## src/rtl/stopwatch_ctrl.sv

```systemverilog
// MM:SS stopwatch: button synchronizers and debouncers, a RUN/STOP/LAP control
// FSM, a BCD time counter with lap capture, and active-low 7-segment decode.
module stopwatch_ctrl #(
  parameter int unsigned DebounceCount = 500000,
  parameter int unsigned MaxMinTens    = 5
) (
  input  logic       Clock,
  input  logic       Clr,
  input  logic       Tick,
  input  logic       StartStopBtn,
  input  logic       LapBtn,
  output logic [3:0] SecOnes,
  output logic [3:0] SecTens,
  output logic [3:0] MinOnes,
  output logic [3:0] MinTens,
  output logic [6:0] HEX0,
  output logic [6:0] HEX1,
  output logic [6:0] HEX2,
  output logic [6:0] HEX3,
  output logic       Running,
  output logic       LapFrozen,
  output logic       Wrap
);

  localparam int unsigned CntW = (DebounceCount > 2) ? $clog2(DebounceCount) : 1;
  localparam logic [CntW-1:0] CntLast = CntW'(DebounceCount - 1);
  localparam logic [3:0] MinTensMax = 4'(MaxMinTens);

  typedef enum logic [1:0] {
    ST_IDLE = 2'd0,
    ST_RUN  = 2'd1,
    ST_STOP = 2'd2,
    ST_LAP  = 2'd3
  } state_t;

  state_t state;

  logic [1:0]      ss_sync;
  logic [1:0]      lap_sync;
  logic            ss_deb;
  logic            lap_deb;
  logic [CntW-1:0] ss_cnt;
  logic [CntW-1:0] lap_cnt;
  logic            ss_flip;
  logic            lap_flip;
  logic            start_ev;
  logic            lap_ev;
  logic            counting;
  logic            clear_time;
  logic            at_max;

  logic [3:0] lap_so;
  logic [3:0] lap_st;
  logic [3:0] lap_mo;
  logic [3:0] lap_mt;
  logic [3:0] disp_so;
  logic [3:0] disp_st;
  logic [3:0] disp_mo;
  logic [3:0] disp_mt;

  // Two-flop synchronizers for both raw buttons
  always_ff @(posedge Clock or posedge Clr) begin
    if (Clr) begin
      ss_sync  <= 2'b00;
      lap_sync <= 2'b00;
    end else begin
      ss_sync  <= {ss_sync[0], StartStopBtn};
      lap_sync <= {lap_sync[0], LapBtn};
    end
  end

  // A flip happens on the DebounceCount-th consecutive mismatching cycle
  assign ss_flip  = (ss_sync[1] != ss_deb) && (ss_cnt == CntLast);
  assign lap_flip = (lap_sync[1] != lap_deb) && (lap_cnt == CntLast);

  // Start/Stop debouncer: count mismatch run, flip level when it is long enough
  always_ff @(posedge Clock or posedge Clr) begin
    if (Clr) begin
      ss_deb <= 1'b0;
      ss_cnt <= '0;
    end else if (ss_sync[1] != ss_deb) begin
      if (ss_flip) begin
        ss_deb <= ~ss_deb;
        ss_cnt <= '0;
      end else begin
        ss_cnt <= ss_cnt + CntW'(1);
      end
    end else begin
      ss_cnt <= '0;
    end
  end

  // Lap debouncer, same scheme as Start/Stop
  always_ff @(posedge Clock or posedge Clr) begin
    if (Clr) begin
      lap_deb <= 1'b0;
      lap_cnt <= '0;
    end else if (lap_sync[1] != lap_deb) begin
      if (lap_flip) begin
        lap_deb <= ~lap_deb;
        lap_cnt <= '0;
      end else begin
        lap_cnt <= lap_cnt + CntW'(1);
      end
    end else begin
      lap_cnt <= '0;
    end
  end

  // Press events are the rising flips; Start beats a same-cycle Lap
  assign start_ev   = ss_flip && !ss_deb;
  assign lap_ev     = lap_flip && !lap_deb && !start_ev;
  assign counting   = Tick && ((state == ST_RUN) || (state == ST_LAP));
  assign clear_time = (state == ST_STOP) && lap_ev && !start_ev;
  assign at_max     = (SecOnes == 4'd9) && (SecTens == 4'd5) &&
                      (MinOnes == 4'd9) && (MinTens == MinTensMax);

  // Control FSM with registered status flags and lap capture
  always_ff @(posedge Clock or posedge Clr) begin
    if (Clr) begin
      state     <= ST_IDLE;
      Running   <= 1'b0;
      LapFrozen <= 1'b0;
      lap_so    <= 4'd0;
      lap_st    <= 4'd0;
      lap_mo    <= 4'd0;
      lap_mt    <= 4'd0;
    end else begin
      case (state)
        ST_IDLE: begin
          if (start_ev) begin
            state   <= ST_RUN;
            Running <= 1'b1;
          end
        end
        ST_RUN: begin
          if (start_ev) begin
            state   <= ST_STOP;
            Running <= 1'b0;
          end else if (lap_ev) begin
            state     <= ST_LAP;
            LapFrozen <= 1'b1;
            lap_so    <= SecOnes;
            lap_st    <= SecTens;
            lap_mo    <= MinOnes;
            lap_mt    <= MinTens;
          end
        end
        ST_LAP: begin
          if (start_ev) begin
            state     <= ST_STOP;
            Running   <= 1'b0;
            LapFrozen <= 1'b0;
          end else if (lap_ev) begin
            state     <= ST_RUN;
            LapFrozen <= 1'b0;
          end
        end
        ST_STOP: begin
          if (start_ev) begin
            state   <= ST_RUN;
            Running <= 1'b1;
          end else if (lap_ev) begin
            state <= ST_IDLE;
          end
        end
        default: begin
          state     <= ST_IDLE;
          Running   <= 1'b0;
          LapFrozen <= 1'b0;
        end
      endcase
    end
  end

  // BCD time counter with carry chain; a STOP->IDLE clear overrides counting
  always_ff @(posedge Clock or posedge Clr) begin
    if (Clr) begin
      SecOnes <= 4'd0;
      SecTens <= 4'd0;
      MinOnes <= 4'd0;
      MinTens <= 4'd0;
      Wrap    <= 1'b0;
    end else begin
      Wrap <= counting && at_max && !clear_time;
      if (clear_time) begin
        SecOnes <= 4'd0;
        SecTens <= 4'd0;
        MinOnes <= 4'd0;
        MinTens <= 4'd0;
      end else if (counting) begin
        if (SecOnes == 4'd9) begin
          SecOnes <= 4'd0;
          if (SecTens == 4'd5) begin
            SecTens <= 4'd0;
            if (MinOnes == 4'd9) begin
              MinOnes <= 4'd0;
              if (MinTens == MinTensMax) begin
                MinTens <= 4'd0;
              end else begin
                MinTens <= MinTens + 4'd1;
              end
            end else begin
              MinOnes <= MinOnes + 4'd1;
            end
          end else begin
            SecTens <= SecTens + 4'd1;
          end
        end else begin
          SecOnes <= SecOnes + 4'd1;
        end
      end
    end
  end

  // Display source: frozen lap value in LAP, live time otherwise
  always_comb begin
    disp_so = SecOnes;
    disp_st = SecTens;
    disp_mo = MinOnes;
    disp_mt = MinTens;
    if (state == ST_LAP) begin
      disp_so = lap_so;
      disp_st = lap_st;
      disp_mo = lap_mo;
      disp_mt = lap_mt;
    end
  end

  // Active-low {g,f,e,d,c,b,a} decode; non-BCD codes blank
  function automatic logic [6:0] seg7(input logic [3:0] d);
    logic [6:0] s;
    case (d)
      4'd0:    s = 7'h40;
      4'd1:    s = 7'h79;
      4'd2:    s = 7'h24;
      4'd3:    s = 7'h30;
      4'd4:    s = 7'h19;
      4'd5:    s = 7'h12;
      4'd6:    s = 7'h02;
      4'd7:    s = 7'h78;
      4'd8:    s = 7'h00;
      4'd9:    s = 7'h10;
      default: s = 7'h7F;
    endcase
    return s;
  endfunction

  assign HEX0 = seg7(disp_so);
  assign HEX1 = seg7(disp_st);
  assign HEX2 = seg7(disp_mo);
  assign HEX3 = seg7(disp_mt);

endmodule

```

## config.mk

```make
export PLATFORM = sky130hd
export DESIGN_NAME = stopwatch_ctrl
export DESIGN_NICKNAME = d
export VERILOG_FILES = /design/src/rtl/stopwatch_ctrl.sv
export SDC_FILE = /design/constraint.sdc
export NUM_CORES = 1
export LEC_CHECK = 0
export CORE_MARGIN = 4
export CORE_UTILIZATION = 57
export CTS_CLUSTER_SIZE = 20
export DETAILED_ROUTE_END_ITERATION = 6
export PLACE_DENSITY = 0.8
export REMOVE_ABC_BUFFERS = 1
export SLEW_MARGIN = 40
export SYNTH_ARGS = -nofsm -noshare
export SYNTH_HDL_FRONTEND = slang
export SYNTH_SLANG_ARGS = --single-unit
```

## constraint.sdc

```tcl
create_clock -name Clock -period 3 [get_ports Clock]
set_input_delay 0.3 -clock Clock [delete_from_list [all_inputs] [get_ports Clock]]
set_output_delay 0.3 -clock Clock [all_outputs]
set_load 0.05 [all_outputs]
```

==> key figures <==
Run status
  – Status: finished clean

Floorplan
  – Die Area: between 9000 and 10000 um2
  – Die H: 99.86 um
  – Core area: roughly 8200 um2
  – Io pins: 52
  – Die Span X: approximately 100 um
  – Num rows: 33
  – Starting Density: 58.54%

Critical path
  – Worst setup SP type: register
  – CP Max Fanout: 20
  – Worst Setup End Kind: output pin
  – Critical path class: register to output pin
  – Critical Path AT: 2.62 ns
  – CP required: about 2.7 ns

Final layout
  – Finished Core Util: between 70% and 80%
  – Fillcell total: about 600
  – Area growth, synth to finish: 22.66%
  – Final nets: between 500 and 600
  – N_diodes: 0
  – Share of cells above drive strength 1: between 10 and 15%

Route
  – DR pass1 iterations: 4
  – Final WL: ~9.8 mm
  – Detail-routed via count per cell: approximately 5.6
  – Post-route DRC: 0
  – Vias after detailed routing: 3740
  – Drt initial violations: 140
  – Wirelength per Cell: ~15 um
  – Post-DRT Antenna Nets: 0

Global routing
  – Largest net degree at the start of global routing: 33
  – Vias in the first global route: 3646
  – First-pass GRT wire length: between 15 and 20 mm
  – Initial antenna violation count: 0
  – Total congestion overflow: 0
  – Total Routing Usage GR: between 20% and 30%

Yosys
  – Synth Flop Type: dfrtp_1
  – Mapped cell area: 4810 um2
  – Dominant cell type by area after synthesis: dfrtp_1
  – Sequential-to-total area share from yosys stat: ~42%
  – Fraction of registers with async set/reset: 100.0%
  – Area contributors post-synth: dfrtp_1 (42%), ha_1 (7.8%), nor2_1 (7.3%), xnor2_1 (4.9%), mux2i_1 (4.2%)
  – EDFF count, synth: 0
  – YS warnings: 0
  – Yosys top cell area share: between 40% and 50%
  – Synthesized instance count: 504
  – #FFs+latches synth: 81
  – Avg Cell Area, Syn: ~9.5 um2
  – Post-synth cell types: 46

Clocking
  – # clock sinks: roughly 80
  – Inserted Clock Buffers: 9
  – CTS Buffer Depth: 2
  – Clock slew at reported path FFs: ~0.08 ns
  – Clk Latency, worst-skew pair: approximately 0.35 ns
  – Clock root cell: clkbuf_8
  – CTS tree: yes
  – H-tree depth: 3

Pwr
  – Leakage power: about 2.8 nW
  – Pwr Density: roughly 340 nW/um2
  – VDD IR-drop max: ~0.25 mV

Timing
  – Post-Route Setup TNS: 0 ns
  – Worst-Margin Slew: just under 0.7 ns
  – Final slew viol count: 0
  – Post-layout min period: around 3 ns
  – Final Hold Viols: 0
  – Final setup viols: 0
  – FMAX: 341.9 MHz
  – Final Cycle Share: 97.49%
  – Post-Route Skew: between 0.01 and 0.015 ns
  – Rel. slew slack: a little over half
  – WHS: 0.3468 ns
  – RSZ-0062 raised after global routing: true

Run
  – Max_cap viols: 0

Placement
  – Port buffer count: 51
  – Dpl hpwl: roughly 7 mm
  – RD Place Congestion: 0.8552

Hold path
  – Worst hold-check path type: primary input to asynchronous set/reset pin
==> power by group <==
| part | internal [mW] | leakage (nW) | switching, mW |
|---|---|---|---|
| Combinational | 0.0147 | 1.56 | 0.0353 |
| Sequential | 1.10 | 1.11 | 0.00789 |
| Clock | 0.464 | 0.102 | 0.380 |
==> cells by family after synthesis <==
logic type | synth area share [%]
buf+inv | 2.940
compound gates | 7.544
fa+ha+maj | 7.804
xor+xnor | 7.648
simple gates | 21.83
flops | 42.14
mux | 10.09
==> cell usage in the layout, fill, tap and decap left out, types with 9 or more instances in the layout <==
cell / n
nor2_1: 93
dfrtp_1: 81
nand2_1: 37
ha_1: 30
a21oi_1: 29
xnor2_1: 27
buf_12: 24
clkdlybuf4s50_1: 23
inv_1: 21
mux2i_1: 16
xor2_1: 15
nand3_1: 14
mux2_2: 12
nor3_1: 11
o21ai_0: 11
buf_4: 11
mux2_4: 10
nand4_1: 10
clkbuf_8: 9
==> critical path, stage by stage, from the launching register on <==
cell and delay, ns:
dfrtp_1 0.47, nand2_1 0.09, buf_4 0.33, mux2i_1 0.46, inv_1 0.18, ha_1 0.26, a22oi_1 0.28, buf_12 0.18
==> metrics by stage <==
stage	instance area (um2)	total power [mW]	cells	worst slack, ns
after global placement	5675	1.180	654	0.5377
after CTS	5884	2.019	669	0.02201
final	5899	2.003	669	0.07524
after floorplan	4751	1.162	491	-0.005709
after global routing	5899	2.076	669	-0.05644
after detailed placement	5675	1.182	654	0.4410
==> routing by layer <==
layer	routed length [um]	vias up	global-route usage, %
li1	-	1839	-
met1	4280	1820	27.55
met2	5009	70	35.04
met3	349	11	2.780
met4	123	0	6.828
met5	0	-	0
==> synth_stat cells, drive strengths merged, types with 2 or more instances <==
| cell | count |
|---|---|
| nor2 | 93 |
| dfrtp | 81 |
| nand2 | 37 |
| ha | 30 |
| a21oi | 29 |
| xnor2 | 27 |
| inv | 22 |
| mux2 | 22 |
| mux2i | 20 |
| nand3 | 15 |
| xor2 | 15 |
| nor3 | 12 |
| nand4 | 11 |
| o21ai | 11 |
| clkbuf | 10 |
| a21o | 5 |
| a22oi | 5 |
| and3 | 5 |
| nand2b | 5 |
| nor4b | 5 |
| o21a | 5 |
| and2 | 4 |
| o22ai | 4 |
| and3b | 3 |
| buf | 3 |
| nand3b | 3 |
| nand4b | 3 |
| or3 | 3 |
| and4 | 2 |
| nor2b | 2 |
| nor4 | 2 |
| or2 | 2 |
==> registers in the layout, summed over array words and instances, names as in the netlist, 4 cells and up <==
| name | cells |
|---|---|
| lap_so | 4 |
| lap_st | 4 |
| SecTens | 4 |
| lap_cnt | 19 |
| SecOnes | 4 |
| lap_mt | 4 |
| MinTens | 4 |
| lap_mo | 4 |
| MinOnes | 4 |
| ss_cnt | 19 |
==> worst paths after layout <==
path,endpoint,slack (ns),cells past startpoint,startpoint
worst max register to register,lap_mo[1],0.51,6,ss_cnt[12]
worst max-delay path,HEX2[4],0.08,7,state[0]
worst min register to register,lap_sync[1],0.35,0,lap_sync[0]
max in group asynchronous,MinTens[2],1.86,3,Clr
worst min-delay path,ss_cnt[3],0.35,2,Clr
min in group Clock,lap_sync[1],0.35,0,lap_sync[0]
==> layout make-up <==
type	instances	area, um2	share of cell area (%)
clock buffer	10	127.6	2.163
clock inverter	5	81.33	1.379
multi-input combinational	388	2656	45.03
inverter	22	82.58	1.400
timing repair buffer	58	793.3	13.45
sequential	81	2027	34.36
tap	105	131.4	2.227
==> repair_timing <==
action,4_1_cts,5_1_grt
resized for setup,0,4
setup buffers,0,0
endpoints found under the setup margin,0,23
hold buffers,0,0
Power figures use the tool's default switching activity.
